File: src/rtl/vram_arbiter.sv
// Single-port character VRAM arbiter: video fetch has priority, CPU uses a
// 4-phase req/ack handshake with a starvation guard that steals a video slot.
module vram_arbiter #(
   parameter int AW           = 11,
   parameter int DW           = 8,
   parameter int STARVE_LIMIT = 16
) (
   input  logic          clk_pxl,
   input  logic          rst,
   input  logic          vid_req,
   input  logic [AW-1:0] vid_addr,
   output logic [DW-1:0] vid_data,
   output logic          vid_valid,
   output logic          vid_drop,
   input  logic          cpu_req,
   input  logic          cpu_we,
   input  logic [AW-1:0] cpu_addr,
   input  logic [DW-1:0] cpu_wdata,
   output logic [DW-1:0] cpu_rdata,
   output logic          cpu_ack,
   output logic [AW-1:0] ram_a,
   output logic          ram_we,
   output logic [DW-1:0] ram_d,
   input  logic [DW-1:0] ram_q
);

   localparam int SW = $clog2(STARVE_LIMIT + 1);
   localparam logic [SW-1:0] LIMIT = SW'(STARVE_LIMIT);

   localparam logic [2:0] S_IDLE = 3'd0;
   localparam logic [2:0] S_PEND = 3'd1;
   localparam logic [2:0] S_WAIT = 3'd2;
   localparam logic [2:0] S_ACK  = 3'd3;
   localparam logic [2:0] S_HOLD = 3'd4;

   logic [2:0]    state_q, state_d;
   logic [SW-1:0] starve_q, starve_d;
   logic [AW-1:0] addr_q, addr_d;
   logic          we_q, we_d;
   logic [DW-1:0] wdata_q, wdata_d;
   logic [DW-1:0] rdata_q, rdata_d;
   logic          vvalid_q, vvalid_d;

   logic          issuing;
   logic          force_cpu;
   logic          cpu_win;
   logic          vid_win;
   logic [AW-1:0] iss_addr;
   logic          iss_we;
   logic [DW-1:0] iss_wdata;
   logic [SW-1:0] starve_inc;

   // In IDLE the CPU issues straight from the live bus; afterwards from the latch.
   always_comb begin
      issuing   = !rst && ((state_q == S_IDLE && cpu_req) || state_q == S_PEND);
      iss_addr  = (state_q == S_IDLE) ? cpu_addr  : addr_q;
      iss_we    = (state_q == S_IDLE) ? cpu_we    : we_q;
      iss_wdata = (state_q == S_IDLE) ? cpu_wdata : wdata_q;
      force_cpu = issuing && (starve_q == LIMIT);
      cpu_win   = issuing && (force_cpu || !vid_req);
      vid_win   = !rst && vid_req && !cpu_win;
      starve_inc = (starve_q == LIMIT) ? starve_q : starve_q + SW'(1);
   end

   always_comb begin
      ram_a     = cpu_win ? iss_addr : vid_addr;
      ram_we    = cpu_win && iss_we;
      ram_d     = cpu_win ? iss_wdata : '0;
      vid_drop  = vid_req && cpu_win;
      vid_valid = vvalid_q;
      vid_data  = ram_q;
      cpu_ack   = (state_q == S_ACK);
      cpu_rdata = rdata_q;
   end

   always_comb begin
      state_d  = state_q;
      starve_d = starve_q;
      addr_d   = addr_q;
      we_d     = we_q;
      wdata_d  = wdata_q;
      rdata_d  = rdata_q;
      vvalid_d = vid_win;
      case (state_q)
         S_IDLE: begin
            if (cpu_req) begin
               addr_d  = cpu_addr;
               we_d    = cpu_we;
               wdata_d = cpu_wdata;
               if (cpu_win) begin
                  state_d = S_WAIT;
               end else begin
                  state_d  = S_PEND;
                  starve_d = starve_inc;
               end
            end
         end
         S_PEND: begin
            if (cpu_win) begin
               state_d = S_WAIT;
            end else begin
               starve_d = starve_inc;
            end
         end
         S_WAIT: begin
            if (!we_q) begin
               rdata_d = ram_q;
            end
            starve_d = '0;
            state_d  = S_ACK;
         end
         S_ACK: begin
            state_d = S_HOLD;
         end
         S_HOLD: begin
            if (!cpu_req) begin
               state_d = S_IDLE;
            end
         end
         default: begin
            state_d = S_IDLE;
         end
      endcase
   end

   always_ff @(posedge clk_pxl) begin
      if (rst) begin
         state_q  <= S_IDLE;
         starve_q <= '0;
         addr_q   <= '0;
         we_q     <= 1'b0;
         wdata_q  <= '0;
         rdata_q  <= '0;
         vvalid_q <= 1'b0;
      end else begin
         state_q  <= state_d;
         starve_q <= starve_d;
         addr_q   <= addr_d;
         we_q     <= we_d;
         wdata_q  <= wdata_d;
         rdata_q  <= rdata_d;
         vvalid_q <= vvalid_d;
      end
   end

endmodule

File: config.mk
export PLATFORM = sky130hd
export DESIGN_NAME = vram_arbiter
export DESIGN_NICKNAME = d
export VERILOG_FILES = /design/src/rtl/vram_arbiter.sv
export SDC_FILE = /design/constraint.sdc
export NUM_CORES = 1
export LEC_CHECK = 0
export ABC_AREA = 0
export ABC_CLOCK_PERIOD_IN_PS = 3200
export CORE_MARGIN = 8
export CORE_UTILIZATION = 40
export CTS_CLUSTER_SIZE = 12
export DETAILED_ROUTE_END_ITERATION = 12
export GPL_TIMING_DRIVEN = 0
export PLACE_DENSITY_LB_ADDON = 0.25
export SETUP_SLACK_MARGIN = 0.5
export SYNTH_ARGS = -nofsm -noshare
export SYNTH_HDL_FRONTEND = slang
export SYNTH_SLANG_ARGS = --single-unit
export TNS_END_PERCENT = 5
File: constraint.sdc
create_clock -name clk_pxl -period 3.2 [get_ports clk_pxl]
set_clock_uncertainty 0.2 [all_clocks]
set_input_delay 0.96 -clock clk_pxl [delete_from_list [all_inputs] [get_ports clk_pxl]]
set_output_delay 0.96 -clock clk_pxl [all_outputs]
set_load 0.01 [all_outputs]
==> results.json, run 1 <==
{
  "use_met3_pct": 5.41,
  "nNetsFinal": 421,
  "layout-drive-gt1-share_pct": 24.2,
  "final_util_pct": 64.3,
  "dpl_cell_area_sq_um": 2870,
  "drt_pass1_iterations": 4,
  "postRouteAntennaNets": 0,
  "vdd_drop_max_mv": 0.263,
  "rsz0062_at_grt": "yes",
  "wl_per_cell_um": 14.0,
  "synth_edf_count": 0,
  "synthArstFlopShare_pct": 0,
  "crit_buf_inv": 4,
  "vias_per_cell": 5.09,
  "worst_setup_path_start_kind": "primary input",
  "hpwl_um": 4290,
  "area_delta_synth_final_pct": 57.0,
  "die-area_sq_um": 7280,
  "critPathKind": "primary input to output pin",
  "top_usage_layer": "met2",
  "h-tree-depth": 2,
  "min_path_type": "register to register",
  "fin_crit_sh_pct": 101,
  "synth.area.top_cells": "dfxtp_1 (39%), nand2_1 (20%), a21oi_1 (11%), nor2_1 (4.3%), a31oi_1 (3.6%)",
  "dp_cells": 411,
  "max_freq_mhz": 309,
  "synthCells": 276,
  "die_h_um": 85.3,
  "grt_first_pass_wirelength_um": 10300,
  "clk_latency_ns": 0.28,
  "drt_iter0_drc": 98,
  "slew_violations": 0,
  "synth_top_area_share_pct": 38.5,
  "path_delay_family": "buffers and inverters",
  "die_width_um": 85.3,
  "maxCapViolCount": 0,
  "rows": 25,
  "tritoncts": "built",
  "antenna_cells": 0,
  "yosysSeqAreaShare_pct": 38.5,
  "crit_chain": "buf_8, a2111oi_4, buf_4, bufbuf_16, a31oi_1, buf_2",
  "synth_cell_type_count": 31,
  "use_met2_pct": 28.1,
  "status": "complete, but fails checks",
  "gr-usage-met1_pct": 20.1,
  "gp_congestion": 0.759,
  "multiInputGateArea_sq_um": 1140,
  "synth.avg_cell_area_sq_um": 6.97,
  "finalSetupViolations": 9,
  "route.detailed.drc": 0,
  "synth_most_common_cell": "nand2_1",
  "cp_slowest_stage_delay_ns": 0.33,
  "cp.arrival_ns": 2.08,
  "yosysWarnings": 0,
  "path_max_fanout": 5,
  "mappedNetlistArea_sq_um": 1920,
  "ys_ff_latch": 37,
  "hold_viol": 0,
  "netlist.top_cell.by_area": "dfxtp_1",
  "grt_usage_pct": 17.0,
  "power_mw": 1.17,
  "cts_made_buffers": 5,
  "ys.flop_type": "dfxtp_1",
  "fillers": 462,
  "wl_um": 6020,
  "core_area_sq_um": 4690,
  "regArea_sq_um": 743,
  "grt_max_degree": 11,
  "fin_crit_ns": 3.24,
  "ioPinCount": 82,
  "cp.required_ns": 2.04,
  "clkSinkCount": 37,
  "clockRootBuffer": "clkbuf_8",
  "holdBufCountCts": 0,
  "port_buffers": 81,
  "critPathSlowestCell": "a2111oi_4",
  "layout_setup_ws_ns": -0.0411,
  "timing.slew.headroom_pct": 43.0,
  "violations": "setup timing",
  "grt_pass1_vias": 2147,
  "path_clk_slew_ns": 0.06,
  "yosys-top-cells-count": "nand2_1 (100), a21oi_1 (44), dfxtp_1 (37), nor2_1 (22), clkbuf_1 (15)",
  "start_util_pct": 41.0,
  "p_leak_nw": 1.21,
  "powerDensity_nw_per_um2": 388,
  "synth_fp_nets": 321,
  "antenna_found_initial": 0,
  "final_cells": 430,
  "tightest_slew_ns": 0.849,
  "vias": 2188,
  "worstSetupEndpointType": "output pin",
  "clockBufferDepth": 2,
  "fin_area_sq_um": 3020,
  "gr-total-overflow": 0
}
-- worst paths after layout --
check                                               start                         to  slack (ns)  cells after the start
worst max-delay path                                  rst                   ram_a[0]       -0.04                      6
worst min-delay path            cpu_rdata[4]$_SDFFE_PP0P_  cpu_rdata[4]$_SDFFE_PP0P_        0.25                      2
worst max register to register   starve_q[0]$_SDFFE_PP0P_   starve_q[3]$_SDFFE_PP0P_        1.30                      6
worst min register to register  cpu_rdata[4]$_SDFFE_PP0P_  cpu_rdata[4]$_SDFFE_PP0P_        0.25                      2
-- kinds of logic after synthesis --
kind of cell | synth area share (%)
simple gates | 31.0
fa+ha+maj | 1.30
compound gates | 20.6
xor+xnor | 0.456
buf+inv | 8.13
flops | 38.5
-- layer usage --
metal	wire [um]	share of wire, %
met3	452	7.5
met2	2840	47
met4	66	1.1
met1	2660	44
met5	0	0
-- repair_timing --
| action | 4_1_cts | 5_1_grt |
|---|---|---|
| cloned | 2 | 0 |
| setup endpoints to repair | 30 | 22 |
| endpoints found under the hold margin | 0 | 0 |
| setup buffers | 10 | 0 |
| pin swaps | 3 | 0 |
| resized for setup | 148 | 8 |
-- report_power, final --
group	total, mW	internal, mW	leakage [nW]	switching (mW)
sequential	0.506	0.490	0.303	0.0156
combinational	0.342	0.163	0.861	0.179
clock	0.323	0.171	0.0443	0.153
total	1.17	0.824	1.21	0.347
-- worst register-to-register path: cells and delay by family, from the launching register on --
family                   cells  cell delay, ns
AND/OR/NAND/NOR              2            0.54
AO/OA/AOI/OAI                2            0.52
flip-flops                   1            0.36
adder cells (fa/ha/maj)      1            0.16
buffers and inverters        1            0.06
-- flip-flops by register name, summed over array words and instances (netlist names) --
| register | count |
|---|---|
| state_q | 3 |
| addr_q | 11 |
| cpu_rdata | 8 |
| we_q | 1 |
| starve_q | 5 |
| vid_valid | 1 |
| wdata_q | 8 |
-- layout by cell type, fill, tap and decap left out, types with 6 or more instances in the layout --
master	netlist	routed
a31oi_2	0	8
clkbuf_1	15	11
dfxtp_1	37	35
clkdlybuf4s50_1	0	41
buf_4	9	27
clkbuf_8	0	6
nor2_1	22	20
nand2_1	100	99
buf_2	2	22
a21oi_1	44	38
dlygate4sd2_1	0	8
-- layout make-up --
type,count,share of cell area [%]
Tap cell,54,2.24
Inverter,3,0.373
Sequential cell,37,24.6
Buffer,27,5.39
Multi-Input combinational cell,209,37.8
Clock buffer,7,2.86
Timing Repair Buffer,93,26.7
-- stage by stage --
step           hold slack, ns  setup WS (ns)  setup TNS, ns
2_1_floorplan           0.237          0.239              0
3_3_place_gp            0.242          -1.05         -20.89
3_5_place_dp            0.247          -1.06         -21.09
4_1_cts                 0.256        -0.0236        -0.0825
5_1_grt                 0.278         -0.115          -1.07
6_report                0.253        -0.0411         -0.175
(Power assumes the default switching activity.)
==> run 2: changes to the inputs <==
- ABC_AREA: 0 -> 1
==> results.json, run 2 <==
{
  "regMostFlops": "addr_q",
  "gr-total-overflow": 0,
  "core_area_sq_um": 5410,
  "port_buffers": 80,
  "post-place-ws_ns": -0.763,
  "mostFrequentLayoutCells": "nand2_1 (64), clkdlybuf4s50_1 (47), dfxtp_1 (35)",
  "min_to": "wdata_q[0]$_SDFFE_PP0P_",
  "vdd_drop_max_mv": 0.401,
  "gp_congestion": 0.816,
  "postRouteAntennaNets": 0,
  "hold_viol": 0,
  "synth.avg_cell_area_sq_um": 7.25,
  "yosysSeqAreaShare_pct": 33.7,
  "final_common_cell": "nand2_1",
  "r2r_setup_slack_ns": 1.35,
  "layout_setup_ws_ns": 0.192,
  "finalSetupViolations": 0,
  "grt_first_pass_wirelength_um": 11000,
  "maxCapViolCount": 0,
  "regArea_sq_um": 743,
  "min_path_type": "register to register",
  "synthArstFlopShare_pct": 0,
  "synth-xor-area-share_pct": 0.399,
  "hold_depth": 2,
  "vias_per_cell": 4.85,
  "clk_latency_ns": 0.29,
  "antenna_found_initial": 0,
  "die_h_um": 90.1,
  "nNetsFinal": 447,
  "synth_edf_count": 0,
  "layout-drive-gt1-share_pct": 34.5,
  "fin_crit_ns": 3.01,
  "die_width_um": 90.1,
  "p_leak_nw": 1.56,
  "drt_iter0_drc": 116,
  "synth_mux_area_share_pct": 0,
  "max_freq_mhz": 332,
  "path_clk_slew_ns": 0.08,
  "worst_setup_path_start_kind": "primary input",
  "final_util_pct": 65.6,
  "synth-compound-area-share_pct": 23.1,
  "die-area_sq_um": 8120,
  "synthCells": 303,
  "mappedNetlistArea_sq_um": 2200,
  "timing.rr.start": "starve_q[0]$_SDFFE_PP0P_",
  "synth.area.top_cells": "dfxtp_1 (34%), nand2_1 (13%), a211oi_2 (6.3%), nor2_1 (5.3%), o21ai_2 (4.8%)",
  "power_mw": 2.51,
  "rsz0062_at_grt": "yes",
  "vias": 2304,
  "antenna_cells": 0,
  "slew_violations": 0,
  "clockBufferDepth": 2,
  "fin_crit_sh_pct": 94.0,
  "synth_top_area_share_pct": 33.7,
  "fillers": 474,
  "timing.slew.headroom_pct": 63.3,
  "ioPinCount": 82,
  "clkSinkCount": 37,
  "hpwl_um": 4670,
  "multiInputGateArea_sq_um": 1320,
  "synth_most_common_cell": "nand2_1",
  "netlist.top_cell.by_area": "dfxtp_1",
  "worstSetupEndpointType": "output pin",
  "largest_reg_flops": 11,
  "area_delta_synth_final_pct": 61.3,
  "drt_pass1_iterations": 4,
  "cts_made_buffers": 5,
  "synthSimpleGateAreaFrac_pct": 27.8,
  "rows": 27,
  "h-tree-depth": 2,
  "status": "completed",
  "synth_top_family_by_area": "simple AND/OR/NAND/NOR gates",
  "synth_cell_type_count": 23,
  "clockRootBuffer": "clkbuf_8",
  "tightest_slew_ns": 0.550,
  "synth_fp_nets": 348,
  "route.detailed.drc": 0,
  "grt_pass1_vias": 2381,
  "critPathKind": "primary input to output pin",
  "ff2ff_path_depth": 14,
  "min_from": "wdata_q[0]$_SDFFE_PP0P_",
  "path_max_fanout": 2,
  "grt_usage_pct": 15.9,
  "yosys-top-cells-count": "nand2_1 (74), dfxtp_1 (37), nor2_1 (31), inv_1 (25), o21ai_0 (19)",
  "start_util_pct": 40.6,
  "cp.arrival_ns": 1.85,
  "wl_um": 6460,
  "tritoncts": "built",
  "synthAdderAreaFrac_pct": 1.14,
  "r2r-end": "state_q[0]$_SDFFE_PP0P_",
  "ys_ff_latch": 37,
  "grt_max_degree": 13,
  "wl_per_cell_um": 13.6,
  "powerDensity_nw_per_um2": 708,
  "ys.flop_type": "dfxtp_1",
  "cp.required_ns": 2.04,
  "yosysWarnings": 0
}
==> run 2: changes by cell type after synthesis, moves of 12 or more <==
cell and change:
nand2_1 -26, nand3_1 +12, o21ai_0 +15, o21ai_2 +12
a21oi_1 -26, inv_1 +22
==> run 2: worst max-delay path: stages <==
cell	delay (ns)
clkdlybuf4s50_1	0.52
o21ai_2	0.10
o21ai_4	0.15
buf_6	0.11
==> run 2: cell families (layout without fill, tap and decap cells) <==
kind of cell / after synthesis / in the layout
fa+ha+maj: 2 / 2
buf+inv: 57 / 157
flops: 37 / 37
simple gates: 137 / 137
xor+xnor: 1 / 1
compound gates: 69 / 69
==> run 2: what timing repair did <==
item / 4_1_cts / 5_1_grt
buffers inserted: 6 / 4
pin swaps: 3 / 2
gates resized for setup: 148 / 13
setup endpoints to repair: 30 / 30
gates cloned: 2 / 0
hold buffers: 0 / 0
==> run 2: stage by stage <==
stage	hold slack [ns]	std cells	cell area (sq um)	TNS [ns]
3_5_place_dp	0.258	455	3200	-15.04
5_1_grt	0.284	475	3540	0
6_report	0.268	475	3540	0
4_1_cts	0.269	471	3470	0
3_3_place_gp	0.249	455	3200	-14.73
2_1_floorplan	0.240	303	2310	0
==> run 2: worst max path at each step <==
stage | from | to | slack, ns | cells past startpoint
finish | cpu_addr[7] | ram_a[7] | 0.19 | 4
global route | cpu_addr[7] | ram_a[7] | 0.15 | 4
CTS | cpu_req | ram_a[8] | 0.18 | 9
detailed placement | cpu_req | ram_a[8] | -0.76 | 9
global placement | cpu_req | ram_a[7] | -0.73 | 9
floorplan | rst | ram_a[0] | 0.39 | 6
==> run 2: final cells by class <==
| type | count | share of cell area [%] |
|---|---|---|
| clock inverters | 3 | 1.84 |
| multi-input cells | 209 | 37.3 |
| plain buffers | 26 | 6.81 |
| well taps | 72 | 2.54 |
| flip-flops and latches | 37 | 21.0 |
| clock buffers | 5 | 1.94 |
| inverters | 31 | 3.49 |
| repair buffers | 92 | 25.1 |
==> run 2: metal layers <==
metal / track usage, % / part of all wire (%)
met1: 18.5 / 42
met2: 28.1 / 52
met3: 3.74 / 4.4
met4: 5.13 / 1.5
met5: 0 / 0
==> run 2: power by group <==
part / switching [mW] / leakage, nW / internal (mW) / total [mW]
logic: 0.806 / 1.19 / 0.588 / 1.39
clock network: 0.171 / 0.0681 / 0.310 / 0.481
registers: 0.0600 / 0.304 / 0.574 / 0.634
==> run 3: changes to the inputs <==
--- a/config.mk
+++ b/config.mk
@@ -8,4 +8,5 @@
 export ABC_AREA = 1
 export ABC_CLOCK_PERIOD_IN_PS = 3200
+export CAP_MARGIN = 20
 export CORE_MARGIN = 8
 export CORE_UTILIZATION = 40
--- a/constraint.sdc
+++ b/constraint.sdc
@@ -3,3 +3,3 @@
 set_input_delay 0.96 -clock clk_pxl [delete_from_list [all_inputs] [get_ports clk_pxl]]
 set_output_delay 0.96 -clock clk_pxl [all_outputs]
-set_load 0.01 [all_outputs]
+set_load 0.1 [all_outputs]
==> results.json, run 3 (synthesis gave the netlist of run 2 again) <==
{
  "gr-total-overflow": 0,
  "die-area_sq_um": 8120,
  "hold_viol": 0,
  "path_delay_family": "buffers and inverters",
  "core_area_sq_um": 5410,
  "rows": 27,
  "powerDensity_nw_per_um2": 810,
  "fin_crit_ns": 3.17,
  "regMostFlops": "addr_q",
  "crit_buf_inv": 6,
  "area_delta_synth_final_pct": 65.9,
  "antenna_cells": 0,
  "layout-drive-gt1-share_pct": 34.6,
  "wl_per_cell_um": 13.8,
  "vias_per_cell": 4.88,
  "max_freq_mhz": 315,
  "vias": 2315,
  "hpwl_um": 4640,
  "grt_first_pass_wirelength_um": 11000,
  "mostFrequentLayoutCells": "nand2_1 (64), clkdlybuf4s50_1 (48), dfxtp_1 (35)",
  "cp.arrival_ns": 2.01,
  "setup_tns_ns": 0,
  "largest_reg_flops": 11,
  "min_path_type": "register to register",
  "finalSetupViolations": 0,
  "dpl_cell_area_sq_um": 3280,
  "status": "completed",
  "tritoncts": "built",
  "die_width_um": 90.1,
  "die_h_um": 90.1,
  "ioPinCount": 82,
  "clockRootBuffer": "clkbuf_8",
  "dp_cells": 455,
  "clk_latency_ns": 0.30,
  "postRouteAntennaNets": 0,
  "crit_chain": "buf_8, o21ai_2, inv_2, nand3_4, buf_8, buf_12, buf_12, nand2_4, o21ai_4, buf_12",
  "layout_setup_ws_ns": 0.0299,
  "final_common_cell": "nand2_1",
  "grt_usage_pct": 16.0,
  "gp_congestion": 0.808,
  "drt_iter0_drc": 124,
  "crit_path_frequent_cell": "buf_12",
  "worst_setup_path_start_kind": "primary input",
  "holdBufCountCts": 0,
  "ff2ff_path_depth": 13,
  "final_cells": 474,
  "clkSinkCount": 37,
  "rsz0062_at_grt": "yes",
  "post-place-ws_ns": -1.40,
  "cp_slowest_stage_delay_ns": 0.19,
  "path_clk_slew_ns": 0.07,
  "clockBufferDepth": 2,
  "antenna_found_initial": 0,
  "worstSetupEndpointType": "output pin",
  "critPathKind": "primary input to output pin",
  "drt_pass1_iterations": 4,
  "cp.required_ns": 2.04,
  "port_buffers": 80,
  "cp.depth": 10,
  "hold_depth": 2,
  "p_leak_nw": 1.53,
  "cts_made_buffers": 5,
  "maxCapViolCount": 0,
  "grt_max_degree": 11,
  "timing.slew.headroom_pct": 33.3,
  "fin_area_sq_um": 3650,
  "route.detailed.drc": 0,
  "critPathSlowestCell": "buf_12",
  "vdd_drop_max_mv": 0.461,
  "nNetsFinal": 447,
  "grt_pass1_vias": 2345,
  "start_util_pct": 40.6,
  "fin_crit_sh_pct": 99.1,
  "h-tree-depth": 2,
  "wl_um": 6540,
  "slew_violations": 0,
  "tightest_slew_ns": 0.997,
  "path_max_fanout": 6
}
run 3: changes by cell type in the layout (fill, tap and decap cells not counted), sizes merged:
cell / before / now
clkinvlp: 0 / 1
dlygate4sd2: 9 / 1
dlymetal6s2s: 2 / 0
clkinv: 1 / 0
buf: 56 / 65
inv: 31 / 30
clkdlybuf4s50: 47 / 48
bufinv: 2 / 0
clkbuf: 9 / 11
run 3: power breakdown:
| part | internal, mW | switching, mW |
|---|---|---|
| logic | 0.642 | 1.34 |
| clock network | 0.171 | 0.166 |
| registers | 0.574 | 0.0621 |
| total | 1.39 | 1.57 |
run 3: repair_timing:
item | in CTS | in global routing
resized for setup | 239 | 13
pin swaps | 4 | 4
endpoints found under the setup margin | 39 | 39
setup buffers | 8 | 3
gates cloned | 1 | 0
run 3: through the flow:
step                      power [mW]  util (%)  hold WS [ns]
after detailed placement        2.45      60.7         0.256
after global placement          2.41      60.7         0.249
after CTS                       2.93      66.9         0.267
after floorplan                 2.06         -         0.240
after global routing            3.13      67.5         0.285
final                           2.95      67.5         0.268
run 3: path summary, 6_finish.rpt:
check | start | end | slack, ns
min | wdata_q[1]$_SDFFE_PP0P_ | wdata_q[1]$_SDFFE_PP0P_ | 0.27
max | cpu_req | ram_a[1] | 0.03
min reg2reg | wdata_q[1]$_SDFFE_PP0P_ | wdata_q[1]$_SDFFE_PP0P_ | 0.27
max reg2reg | starve_q[0]$_SDFFE_PP0P_ | starve_q[0]$_SDFFE_PP0P_ | 1.41
run 3: routing by layer:
| metal | up-vias | wire [um] | part of all wire, % | track usage [%] |
|---|---|---|---|---|
| met2 | 66 | 3360 | 51 | 28.6 |
| met1 | 1075 | 2760 | 42 | 17.9 |
| met3 | 5 | 370 | 5.7 | 5.15 |
| li1 | 1169 | - | - | - |
| met4 | 0 | 49 | 0.75 | 4.02 |
| met5 | - | 0 | 0 | 0 |
run 3: worst register-to-register path, stage by stage (launching register included):
cell and delay, ns:
dfxtp_2 0.36, inv_2 0.05, ha_1 0.18, nand2_1 0.08, inv_2 0.05, nand2_2 0.06
nand2_2 0.07, nand3_4 0.09, buf_4 0.11, buf_4 0.09, nand3_2 0.12, nand2_1 0.09
inv_1 0.04, a21oi_1 0.13
run 3: cell type report:
| type | count | area, sq um |
|---|---|---|
| Timing Repair Buffer | 92 | 1010 |
| Fill cell | 461 | 1760 |
| Multi-Input combinational cell | 209 | 1360 |
| Sequential cell | 37 | 743 |
| Tap cell | 72 | 90.1 |
| Inverter | 31 | 128 |
| Clock buffer | 7 | 86.3 |
| Buffer | 26 | 228 |
